### src/rtl/cpu_types_pkg.sv
// Shared CPU types: word type plus the instruction-cache address split, frame and FSM state types.
package cpu_types_pkg;

    localparam int WORD_W       = 32;
    localparam int ICACHE_IDX_W = 4;
    localparam int ICACHE_TAG_W = WORD_W - ICACHE_IDX_W - 2;

    typedef logic [WORD_W-1:0] word_t;

    typedef struct packed {
        logic [ICACHE_TAG_W-1:0] tag;
        logic [ICACHE_IDX_W-1:0] idx;
        logic [1:0]              bytoff;
    } icachef_t;

    typedef struct packed {
        logic                    valid;
        logic [ICACHE_TAG_W-1:0] tag;
        word_t                   data;
    } icache_frame_t;

    typedef enum logic {
        IDLE = 1'b0,
        MISS = 1'b1
    } icache_state_t;

endpackage

### src/rtl/icache_stats.sv
// Saturating hit/miss counters for the instruction cache (built only with ICACHE_STATS_EN).
module icache_stats
    import cpu_types_pkg::*;
(
    input  logic  CLK,
    input  logic  nRST,
    input  logic  hit_inc,
    input  logic  miss_inc,
    output word_t hit_count,
    output word_t miss_count
);

    word_t hit_q;
    word_t miss_q;

    always_ff @(posedge CLK) begin
        if (nRST) begin
            hit_q  <= '0;
            miss_q <= '0;
        end else begin
            if (hit_inc && (hit_q != '1)) begin
                hit_q <= hit_q + 32'd1;
            end
            if (miss_inc && (miss_q != '1)) begin
                miss_q <= miss_q + 32'd1;
            end
        end
    end

    assign hit_count  = hit_q;
    assign miss_count = miss_q;

endmodule

### src/rtl/icache.sv
// Direct-mapped, one-word-per-frame instruction cache with single-word refills.
// Optional hit/miss statistics are enabled by defining ICACHE_STATS_EN.
module icache
    import cpu_types_pkg::*;
#(
    parameter int NFRAMES = 16,
    parameter int IDX_W   = $clog2(NFRAMES)
) (
    input  logic  CLK,
    input  logic  nRST,
    input  logic  imemREN,
    input  word_t imemaddr,
    output logic  ihit,
    output word_t imemload,
    input  logic  iwait,
    input  word_t iload,
    output logic  iREN,
    output word_t iaddr
`ifdef ICACHE_STATS_EN
    ,
    output word_t hit_count,
    output word_t miss_count
`endif
);

    localparam int TAG_W = WORD_W - IDX_W - 2;

    icache_state_t state_q, state_d;
    logic [WORD_W-1:2] miss_addr_q;

    logic [NFRAMES-1:0] valid_q;
    logic [TAG_W-1:0]   tag_mem  [NFRAMES];
    word_t              data_mem [NFRAMES];

    logic [IDX_W-1:0] req_idx, fill_idx;
    logic [TAG_W-1:0] req_tag, fill_tag;
    logic             miss_start;
    logic             fill;
    logic             unused_bytoff;

    assign req_idx       = imemaddr[IDX_W+1:2];
    assign req_tag       = imemaddr[WORD_W-1:IDX_W+2];
    assign fill_idx      = miss_addr_q[IDX_W+1:2];
    assign fill_tag      = miss_addr_q[WORD_W-1:IDX_W+2];
    assign unused_bytoff = ^imemaddr[1:0];

    always_comb begin
        state_d    = state_q;
        miss_start = 1'b0;
        fill       = 1'b0;
        ihit       = 1'b0;
        imemload   = '0;
        iREN       = 1'b0;
        iaddr      = '0;
        case (state_q)
            IDLE: begin
                if (imemREN) begin
                    if (valid_q[req_idx] && (tag_mem[req_idx] == req_tag)) begin
                        ihit     = 1'b1;
                        imemload = data_mem[req_idx];
                    end else begin
                        miss_start = 1'b1;
                        state_d    = MISS;
                    end
                end
            end
            MISS: begin
                iREN  = 1'b1;
                iaddr = {miss_addr_q, 2'b00};
                if (!iwait) begin
                    fill    = 1'b1;
                    state_d = IDLE;
                end
            end
            default: state_d = IDLE;
        endcase
    end

    always_ff @(posedge CLK) begin
        if (nRST) begin
            state_q     <= IDLE;
            miss_addr_q <= '0;
            valid_q     <= '0;
        end else begin
            state_q <= state_d;
            if (miss_start) begin
                miss_addr_q <= imemaddr[WORD_W-1:2];
            end
            if (fill) begin
                valid_q[fill_idx] <= 1'b1;
            end
        end
    end

    // Tag/data arrays are unreset; reset still blocks a coincident fill.
    always_ff @(posedge CLK) begin
        if (fill && !nRST) begin
            tag_mem[fill_idx]  <= fill_tag;
            data_mem[fill_idx] <= iload;
        end
    end

`ifdef ICACHE_STATS_EN
    icache_stats u_stats (
        .CLK        (CLK),
        .nRST       (nRST),
        .hit_inc    (ihit),
        .miss_inc   (miss_start),
        .hit_count  (hit_count),
        .miss_count (miss_count)
    );
`endif

endmodule

### config.mk
export PLATFORM = sky130hd
export DESIGN_NAME = icache
export DESIGN_NICKNAME = d
export VERILOG_FILES = /design/src/rtl/cpu_types_pkg.sv /design/src/rtl/icache_stats.sv /design/src/rtl/icache.sv
export SDC_FILE = /design/constraint.sdc
export NUM_CORES = 1
export LEC_CHECK = 0
export ABC_CLOCK_PERIOD_IN_PS = 7500
export CELL_PAD_IN_SITES_DETAIL_PLACEMENT = 1
export CELL_PAD_IN_SITES_GLOBAL_PLACEMENT = 2
export CORE_MARGIN = 5
export CORE_UTILIZATION = 44
export DETAILED_ROUTE_END_ITERATION = 10
export PLACE_DENSITY = 0.73
export SLEW_MARGIN = 20
export SYNTH_ARGS = -nofsm -noshare
export SYNTH_HDL_FRONTEND = slang
export SYNTH_SLANG_ARGS = --single-unit
### constraint.sdc
create_clock -name CLK -period 7.5 [get_ports CLK]
set_clock_uncertainty 0.1 [all_clocks]
set_input_delay 1.875 -clock CLK [delete_from_list [all_inputs] [get_ports CLK]]
set_output_delay 1.875 -clock CLK [all_outputs]
set_load 0.02 [all_outputs]
==> results.toml, run 1 <==
[global_route]
antenna_found_initial = 4
grt_start_max_net_pins = 62
grt_overflow = 0
grt_pass1_vias = 20800
grt_use_total_pct = 20.4
grt_pass1_wl_um = 142000

[sta]
final.setup.tns_ns = 0
fmax_ghz = 0.136
post-route-period-util_pct = 97.8
whs_ns = 0.353
grt_setup_unrepaired = "false"
maxSlewViolCount = 0
slew_headroom_pct = 26.7
min_period_ns = 7.34
finalHoldViolations = 0
tightest_slew_ns = 1.10
timing.final.ws_setup_ns = 0.162
setup_viol_count_final = 0

[logic_synthesis]
post-synth-top-count-cell = "edfxtp_1"
synth_top_flop_cell = "edfxtp_1"
yosysWarnings = 0
synthDistinctLibCells = 52
avgSynthCellArea_um2 = 20.9
syn-instance-count = 1838
ys_async_sr_fraction_pct = 0
synth_largest_area_cell = "edfxtp_1"
synthTopCellsByArea = "edfxtp_1 (72%), mux4_2 (15%), dfxtp_1 (2.4%)"
yosysSeqAreaShare_pct = 74.8
syn_area_um2 = 38500
synth-edff-count = 928
synth_top_area_share_pct = 72.4
ys_ff_latch = 975
synth_common_cells = "edfxtp_1 (928), mux4_2 (254), mux2i_1 (83)"

[worst_hold_path]
hold_class = "register to register"

[status]
outcome = "complete, no violations"

[clock_network]
clkLatencyLatePin_ns = 0.66
tritoncts = "done"
cts_root_buffer = "clkbuf_16"
numCtsBuffers = 99
clk_pin_slew_ns = 0.06
cts_buffer_depth = 3
htreeDepth = 3
clock-sinks = 975

[drt]
firstDrtPassIters = 5
drt-initial-drc-count = 1599
remaining_drc_errors = 0
via_count = 19500
viasPerCell = 5.85
drt_wl_total_um = 96500
drtAntennaViolNets = 0
wl_per_cell_um = 29.0

[placed_design]
place.gp.congestion = 0.745
port-buffer-count = 129
pre_cts_slack_ns = -0.322
place_hpwl_um = 53700

[power_and_ir_drop]
peakVddDrop_v = 0.000195
power_density_nw_per_um2 = 257
leakage_nw = 14.8

[floorplanning]
start_util_pct = 44.4
core.rowCount = 108
num_io_pins = 134
die_w_um = 306
die_area_um2 = 93500
core_area_um2 = 86800
fp.dieH_um = 306

[flow_run]
cap_violations = 0

[critical_path]
worst_setup_path_start_kind = "primary input"
worstSetupPathType = "primary input to primary output"
required_ns = 5.53
path_max_fanout = 19
endpoint_kind = "primary output"
crit_arrival_ns = 5.36

[finish]
num-nets-final = 2160
final_core_util_pct = 52.3
syn_to_final_growth_pct = 17.9
diodes = 0
drive_gt1_share_pct = 26.3
nFillCells = 7700
what timing repair did:
item	4_1_cts	5_1_grt
pin swaps	1	2
hold buffers	0	0
setup endpoints to repair	33	23
resized for setup	44	5
buffers inserted	2	0
through the flow:
stage,power (mW),std cells,area (µm²)
finish,11.6,3327,45400
global route,12.1,3327,45400
CTS,11.8,3325,45300
detailed placement,6.87,3142,42100
global placement,6.84,3141,42000
floorplan,6.56,1839,38500
state kept, by name (all words and copies together) (netlist names):
register,flops
data_mem,512
tag_mem,416
miss_addr_q,30
valid_q,16
state_q,1
final timing paths:
path                                                from                            to  slack (ns)  depth (start not counted)
worst max-delay path                         imemaddr[3]                  imemload[25]        0.16                         13
worst min-delay path            valid_q[14]$_SDFFE_PP0P_      valid_q[14]$_SDFFE_PP0P_        0.35                          1
worst max register to register  tag_mem[14][5]$_DFFE_PP_  miss_addr_q[22]$_SDFFE_PP0P_        3.75                         10
worst min register to register  valid_q[14]$_SDFFE_PP0P_      valid_q[14]$_SDFFE_PP0P_        0.35                          1
power breakdown:
part	switching, mW	internal, mW
clock	2.05	2.85
combinational	0.327	0.287
sequential	0.0950	6.04
total	2.47	9.18
critical path: stages:
cell,delay [ns]
buf_4,0.30
buf_12,0.23
buf_4,0.38
mux4_2,0.36
mux2i_1,0.30
xor2_1,0.19
nand4_1,0.11
o22a_1,0.22
or4b_4,0.62
buf_4,0.19
nor2b_1,0.11
buf_4,0.14
clkdlybuf4s15_1,0.31
routing by layer:
layer  part of all wire [%]  GRT usage, %  up-vias
met5                  0.042             0        -
met4                    1.5          3.98        6
met3                    5.8          3.66      121
met2                     50          33.9      614
met1                     43          29.1    10500
li1                       -             -     8184
logic make-up (layout without fill, tap and decap cells):
family | Yosys count | count (layout) | synth area share, %
and+or+nand+nor | 267 | 267 | 3.87
buffers and inverters | 117 | 450 | 1.34
AOI/OAI and AO/OA | 104 | 104 | 2.11
muxes | 337 | 337 | 17.0
xor gates and xnor gates | 37 | 37 | 0.842
DFF | 975 | 975 | 74.8
other | 1 | 2 | 0.00974
cell type report:
cell class / count / area, µm² / share of cell area [%]
sequential: 975 / 28800 / 63.5
tap: 1155 / 1450 / 3.18
multi-input combinational: 747 / 9320 / 20.5
clock buffer: 129 / 2750 / 6.05
clock inverter: 52 / 505 / 1.11
timing repair buffer: 266 / 2560 / 5.63
inverter: 3 / 11.3 / 0.0248
placed cells by master (no fill, tap or decap), types with 18 or more instances in the layout:
cell             instances
mux4_2                 254
and2_1                  33
nor4_1                  32
mux2i_1                 83
xor2_1                  23
a32oi_1                 30
clkbuf_1                19
a21o_1                  18
a22oi_1                 22
dfxtp_1                 47
clkbuf_16              103
dlygate4sd2_1           29
edfxtp_1               928
nor2b_1                 36
clkdlybuf4s50_1         92
nor3b_1                 31
buf_4                  118
clkinv_2                21
nand2_1                 74
Note: power is estimated with default switching activity, not from simulation.
==> run 2, diff against run 1 <==
--- a/config.mk
+++ b/config.mk
@@ -8,6 +8,7 @@
 export ABC_CLOCK_PERIOD_IN_PS = 7500
 export CELL_PAD_IN_SITES_DETAIL_PLACEMENT = 1
 export CELL_PAD_IN_SITES_GLOBAL_PLACEMENT = 2
+export CORE_ASPECT_RATIO = 1.2
 export CORE_MARGIN = 5
 export CORE_UTILIZATION = 44
 export DETAILED_ROUTE_END_ITERATION = 10
==> run 2 against run 1 <==
  * Final cell count fell by 0.78%
  * Power barely moved
  * Non-clock buffer count fell by 15
  * Sequential power barely moved
  * Maximum frequency fell by 0.45%
  * Wire length rose by 0.67%
  * Critical endpoint is now imemload[6]
  * Largest cell class unchanged
==> results.toml, run 2 (synthesis gave the netlist of run 1 again) <==
[finish]
nFillCells = 7652
syn_to_final_growth_pct = 17.6
final_common_cell = "edfxtp_1"
num-nets-final = 2143
reg_top3 = "data_mem (512), tag_mem (416), miss_addr_q (30)"
ff_latch_area_um2 = 28800
top_register = "data_mem"
largest_register_ffs = 512
layout_common_cells = "edfxtp_1 (928), mux4_2 (254), buf_4 (102), clkbuf_16 (100), clkdlybuf4s50_1 (92)"
instances_no_fill = 3301
multi_input_area_um2 = 9330
drive_gt1_share_pct = 25.8

[drt]
firstDrtPassIters = 5
remaining_drc_errors = 0
drt_wl_total_um = 97200
viasPerCell = 5.86
drtAntennaViolNets = 0
drt-initial-drc-count = 1765
via_count = 19300
wl_per_cell_um = 29.4

[critical_path]
crit_path_end = "imemload[6]"
worst_setup_path_start_kind = "primary input"
crit_arrival_ns = 5.40
max_stage_delay_ns = 0.57
endpoint_kind = "primary output"
required_ns = 5.53
slowest_stage = "a2111oi_0"
path_max_fanout = 32
crit_path_cell_trace = "buf_12 -> mux4_2 -> nor2_1 -> nor3_1 -> a2111oi_0 -> buf_4 -> o21ai_0 -> nor4b_4 -> or4b_4 -> buf_12 -> nor2b_1 -> dlygate4sd2_1"
reg2reg_depth = 10
worstSetupPathType = "primary input to primary output"
r2r-start = "tag_mem[1][19]$_DFFE_PP_"
rr_endpoint = "state_q$_SDFF_PP0_"
crit_path_frequent_cell = "buf_12"
r2r_slack_ns = 3.94
crit_start = "imemaddr[2]"

[sta]
tightest_slew_ns = 1.09
finalHoldViolations = 0
slew_headroom_pct = 27.3
min_period_ns = 7.37
timing.final.ws_setup_ns = 0.129
maxSlewViolCount = 0
grt_setup_unrepaired = "false"
setup_viol_count_final = 0
post-route-period-util_pct = 98.3
fmax_ghz = 0.136

[clock_network]
tritoncts = "done"
cts_buffer_depth = 3
cts_root_buffer = "clkbuf_16"
clock-sinks = 975
htreeDepth = 3
clk_pin_slew_ns = 0.06
clkLatencyLatePin_ns = 0.68
numCtsBuffers = 97

[floorplanning]
die_area_um2 = 93600
core_area_um2 = 86500
die_w_um = 280
start_util_pct = 44.5
num_io_pins = 134
core.rowCount = 118
fp.dieH_um = 334

[global_route]
grt_pass1_wl_um = 145000
antenna_found_initial = 3
grt_overflow = 0
grt_use_total_pct = 20.8
grt_start_max_net_pins = 78
grt_pass1_vias = 21100

[placed_design]
place_hpwl_um = 53300
port-buffer-count = 129
pre_cts_slack_ns = -0.449
placedCellCount = 3116
place.gp.congestion = 0.728

[power_and_ir_drop]
power_density_nw_per_um2 = 257
peakVddDrop_v = 0.000161
leakage_nw = 14.7
total_power_mw = 11.7

[worst_hold_path]
hp-start = "valid_q[9]$_SDFFE_PP0P_"
hold_class = "register to register"

[status]
outcome = "complete, no violations"

[flow_run]
cap_violations = 0
## run 2: cell count changes in the layout (fill, tap and decap cells not counted), moves of 2 or more
cell | previous run | this run
inv_4 | 0 | 2
clkinv_16 | 2 | 0
buf_4 | 118 | 102
clkinv_2 | 21 | 19
diode_2 | 0 | 2
buf_12 | 17 | 22
clkinv_8 | 0 | 2
bufinv_16 | 8 | 10
buf_16 | 3 | 1
clkbuf_16 | 103 | 100
buf_6 | 2 | 0
## run 2: worst min-delay path by stage
stage                                           to  slack [ns]  depth (start not counted)
final                      valid_q[9]$_SDFFE_PP0P_        0.35                          1
after global routing      valid_q[11]$_SDFFE_PP0P_        0.38                          1
after CTS                 valid_q[11]$_SDFFE_PP0P_        0.36                          1
after detailed placement  valid_q[12]$_SDFFE_PP0P_        0.34                          1
after global placement     valid_q[2]$_SDFFE_PP0P_        0.33                          1
after floorplan           valid_q[10]$_SDFFE_PP0P_        0.32                          1
## run 2: layout make-up
class,count,share of cell area [%]
clock buffers,124,5.86
repair buffers,251,5.44
inverters,3,0.0249
clock inverters,59,1.31
diodes,2,0.0111
well taps,1140,3.15
multi-input cells,747,20.6
flip-flops and latches,975,63.6
## run 2: critical path, delay by kind of cell
| kind | cells | cell delay, ns |
|---|---|---|
| AOI/OAI and AO/OA | 2 | 0.70 |
| buffers and inverters | 4 | 0.96 |
| muxes | 1 | 0.53 |
| and+or+nand+nor | 5 | 1.24 |
## run 2: where the power goes
part	internal, mW	leakage, nW	switching (mW)
Sequential	6.04	8.83	0.0879
Clock	2.86	1.59	2.06
Combinational	0.286	4.31	0.328
Total	9.18	14.7	2.48
## run 2: repair_timing
| item | CTS | global route |
|---|---|---|
| setup buffers | 0 | 0 |
| hold endpoints to repair | 0 | 0 |
| pin swaps | 1 | 0 |
| hold buffers | 0 | 0 |
| setup endpoints to repair | 33 | 3 |
| gates resized for setup | 38 | 3 |
## run 2: metal layers
| metal | share of wire [%] | GRT usage (%) | vias up |
|---|---|---|---|
| met5 | 0.0062 | 0 | - |
| met4 | 1.8 | 4.91 | 2 |
| met3 | 5.7 | 2.97 | 120 |
| met2 | 50 | 34.7 | 630 |
| met1 | 43 | 29.6 | 10400 |
| li1 | - | - | 8160 |
## run 2: stage by stage
stage               setup TNS [ns]  cell area [µm²]  hold slack, ns  utilization, %
floorplan                        0            38500           0.321               -
detailed placement          -13.64            42000           0.343            48.6
global placement            -14.48            42000           0.328            48.6
finish                           0            45300           0.354            52.3
global route                     0            45300           0.378            52.3
CTS                              0            45300           0.359            52.3
==> run 3, diff against run 2 <==
--- a/config.mk
+++ b/config.mk
@@ -5,14 +5,14 @@
 export SDC_FILE = /design/constraint.sdc
 export NUM_CORES = 1
 export LEC_CHECK = 0
-export ABC_CLOCK_PERIOD_IN_PS = 7500
+export ABC_CLOCK_PERIOD_IN_PS = 7200
 export CELL_PAD_IN_SITES_DETAIL_PLACEMENT = 1
 export CELL_PAD_IN_SITES_GLOBAL_PLACEMENT = 2
 export CORE_ASPECT_RATIO = 1.2
 export CORE_MARGIN = 5
-export CORE_UTILIZATION = 44
+export CORE_UTILIZATION = 48
 export DETAILED_ROUTE_END_ITERATION = 10
-export PLACE_DENSITY = 0.73
+export PLACE_DENSITY = 0.76
 export SLEW_MARGIN = 20
 export SYNTH_ARGS = -nofsm -noshare
 export SYNTH_HDL_FRONTEND = slang
==> constraint.sdc (replaced) <==
create_clock -name CLK -period 7.2 [get_ports CLK]
set_clock_uncertainty 0.1 [all_clocks]
set_input_delay 1.8 -clock CLK [delete_from_list [all_inputs] [get_ports CLK]]
set_output_delay 1.8 -clock CLK [all_outputs]
set_load 0.02 [all_outputs]
==> run 3 against run 2 <==
  * Non-clock buffer count grew 14
  * Via count grew 0.63%
  * Cell area shrank 0.64%
  * Hold slack gained 0.0027 ns
  * Sequential power grew 4.2%
  * Critical path type unchanged
  * Largest cell class unchanged
  * Largest power group unchanged
==> results.toml, run 3 (synthesis gave the netlist of run 1 again) <==
[sta]
maxSlewViolCount = 0
grt_setup_unrepaired = "false"
slew_headroom_pct = 31.9
post-route-period-util_pct = 97.8
whs_ns = 0.356
finalHoldViolations = 0
final.setup.tns_ns = 0
tightest_slew_ns = 1.02
setup_viol_count_final = 0
min_period_ns = 7.04
fmax_ghz = 0.142

[critical_path]
crit_arrival_ns = 5.14
cpLargestDelayFamily = "buffers and inverters"
critical_path_buf_inv_count = 6
max_stage_delay_ns = 0.52
crit_path_cell_trace = "buf_12 -> buf_12 -> buf_4 -> mux4_2 -> mux2i_1 -> xnor2_1 -> o21ai_1 -> nand3_1 -> or4_1 -> or4b_4 -> buf_12 -> inv_1 -> dlygate4sd2_1"
worst_setup_path_start_kind = "primary input"
path_max_fanout = 33
endpoint_kind = "primary output"
slowest_stage = "or4b_4"
worstSetupPathType = "primary input to primary output"
crit_path_frequent_cell = "buf_12"
required_ns = 5.30

[finish]
largest_register_ffs = 512
syn_to_final_growth_pct = 16.9
final_core_util_pct = 56.7
layout_common_cells = "edfxtp_1 (928), mux4_2 (254), buf_4 (115), clkbuf_16 (100), clkdlybuf4s50_1 (92)"
num-nets-final = 2155
reg_top3 = "data_mem (512), tag_mem (416), miss_addr_q (30)"
ff_latch_area_um2 = 28800
drive_gt1_share_pct = 27.4
nFillCells = 6771
instances_no_fill = 3201
top_register = "data_mem"
multi_input_area_um2 = 9310
final_common_cell = "edfxtp_1"
postLayoutCellArea_um2 = 45000

[clock_network]
cts_root_buffer = "clkbuf_16"
clk_pin_slew_ns = 0.06
numCtsBuffers = 95
clkLatencyLatePin_ns = 0.65
tritoncts = "done"
clock-sinks = 975
cts_buffer_depth = 3
htreeDepth = 3

[floorplanning]
core.rowCount = 113
die_area_um2 = 86000
start_util_pct = 48.5
num_io_pins = 134
core_area_um2 = 79300
fp.dieH_um = 320
die_w_um = 269

[placed_design]
place_hpwl_um = 53200
placedCellCount = 3024
dpl_cell_area_um2 = 42000
place.gp.congestion = 0.754
port-buffer-count = 129

[drt]
drtAntennaViolNets = 0
viasPerCell = 6.08
top_layer = "met5"
drt-initial-drc-count = 1936
remaining_drc_errors = 0
drt_wl_total_um = 96700
wl_met2_um = 48900
wl_met3_um = 5030
via_count = 19500
wl_met1_um = 41300
wl_per_cell_um = 30.2
firstDrtPassIters = 5

[power_and_ir_drop]
seq_power_share_pct = 53.1
switching_share_pct = 21.3
pwr-share-clk_pct = 41.5
power_density_nw_per_um2 = 267
cell_internal_pwr_mw = 9.45
leakage_nw = 14.6
switching_power_mw = 2.56
peakVddDrop_v = 0.000174
power_frac_comb_pct = 5.3

[global_route]
grt_pass1_vias = 21300
grt_overflow = 0
grt_start_max_net_pins = 79
grt_pass1_wl_um = 144000
antenna_found_initial = 3
grt_use_total_pct = 22.6

[worst_hold_path]
hold_class = "register to register"

[status]
outcome = "complete, no violations"

[flow_run]
cap_violations = 0
[run 3: cell types whose count changed in the layout (fill, tap and decap cells not counted), moves of 3 or more]
| cell | before | now |
|---|---|---|
| buf_6 | 0 | 3 |
| clkdlybuf4s15_1 | 3 | 0 |
| dlygate4sd2_1 | 30 | 1 |
| bufinv_16 | 10 | 7 |
| buf_4 | 102 | 115 |
| clkbuf_2 | 0 | 32 |
| clkinv_1 | 17 | 14 |
| clkinvlp_4 | 4 | 1 |
[run 3: final timing paths]
kind                             endpoint  slack, ns                      start  depth (start not counted)
setup / recovery                     ihit       0.16                imemaddr[2]                         13
hold / removal    valid_q[6]$_SDFFE_PP0P_       0.36    valid_q[6]$_SDFFE_PP0P_                          1
setup reg to reg       state_q$_SDFF_PP0_       3.72  tag_mem[10][11]$_DFFE_PP_                         10
hold reg to reg   valid_q[6]$_SDFFE_PP0P_       0.36    valid_q[6]$_SDFFE_PP0P_                          1
[run 3: per-stage QoR]
stage | setup WS (ns) | total power, mW
after floorplan | 0.116 | 6.84
after global placement | -0.367 | 7.12
after detailed placement | -0.431 | 7.15
after CTS | 0.00807 | 12.1
after global routing | 0.0235 | 12.4
final | 0.159 | 12.0
[run 3: power groups by stage]
stage / sequential, mW / clock (mW) / combinational (mW)
floorplan: 6.46 / 0 / 0.376
CTS: 6.38 / 5.08 / 0.650
global placement: 6.49 / 0 / 0.627
finish: 6.38 / 4.99 / 0.642
detailed placement: 6.50 / 0 / 0.644
global route: 6.39 / 5.35 / 0.685
[run 3: timing repair]
item	4_1_cts	5_1_grt
hold buffers	0	0
pin swaps	0	1
resized for setup	42	60
setup buffers	0	1
hold endpoints to repair	0	0
endpoints found under the setup margin	33	32
[run 3: per-layer routing]
layer	track usage, %	vias up
met3	3.16	107
li1	-	8172
met2	37.8	560
met4	4.35	2
met5	0	-
met1	32.7	10600
[run 3: final cells by class]
| class | count | area share [%] |
|---|---|---|
| Clock inverter | 48 | 1.05 |
| Inverter | 3 | 0.0250 |
| Multi-Input combinational cell | 747 | 20.7 |
| Clock buffer | 126 | 5.91 |
| Tap cell | 1035 | 2.88 |
| Timing Repair Buffer | 265 | 5.40 |
| Antenna cell | 2 | 0.0111 |
| Sequential cell | 975 | 64.0 |
[run 3: worst register-to-register path, cell delays in order (launching register included)]
cell and delay [ns]:
edfxtp_1 0.39, mux4_2 0.47, a22o_1 0.25, a221oi_1 0.28, buf_4 0.18, xor2_1 0.15
o2111ai_1 0.19, nor4b_4 0.34, buf_4 0.59, a211oi_1 0.18, a31o_2 0.24
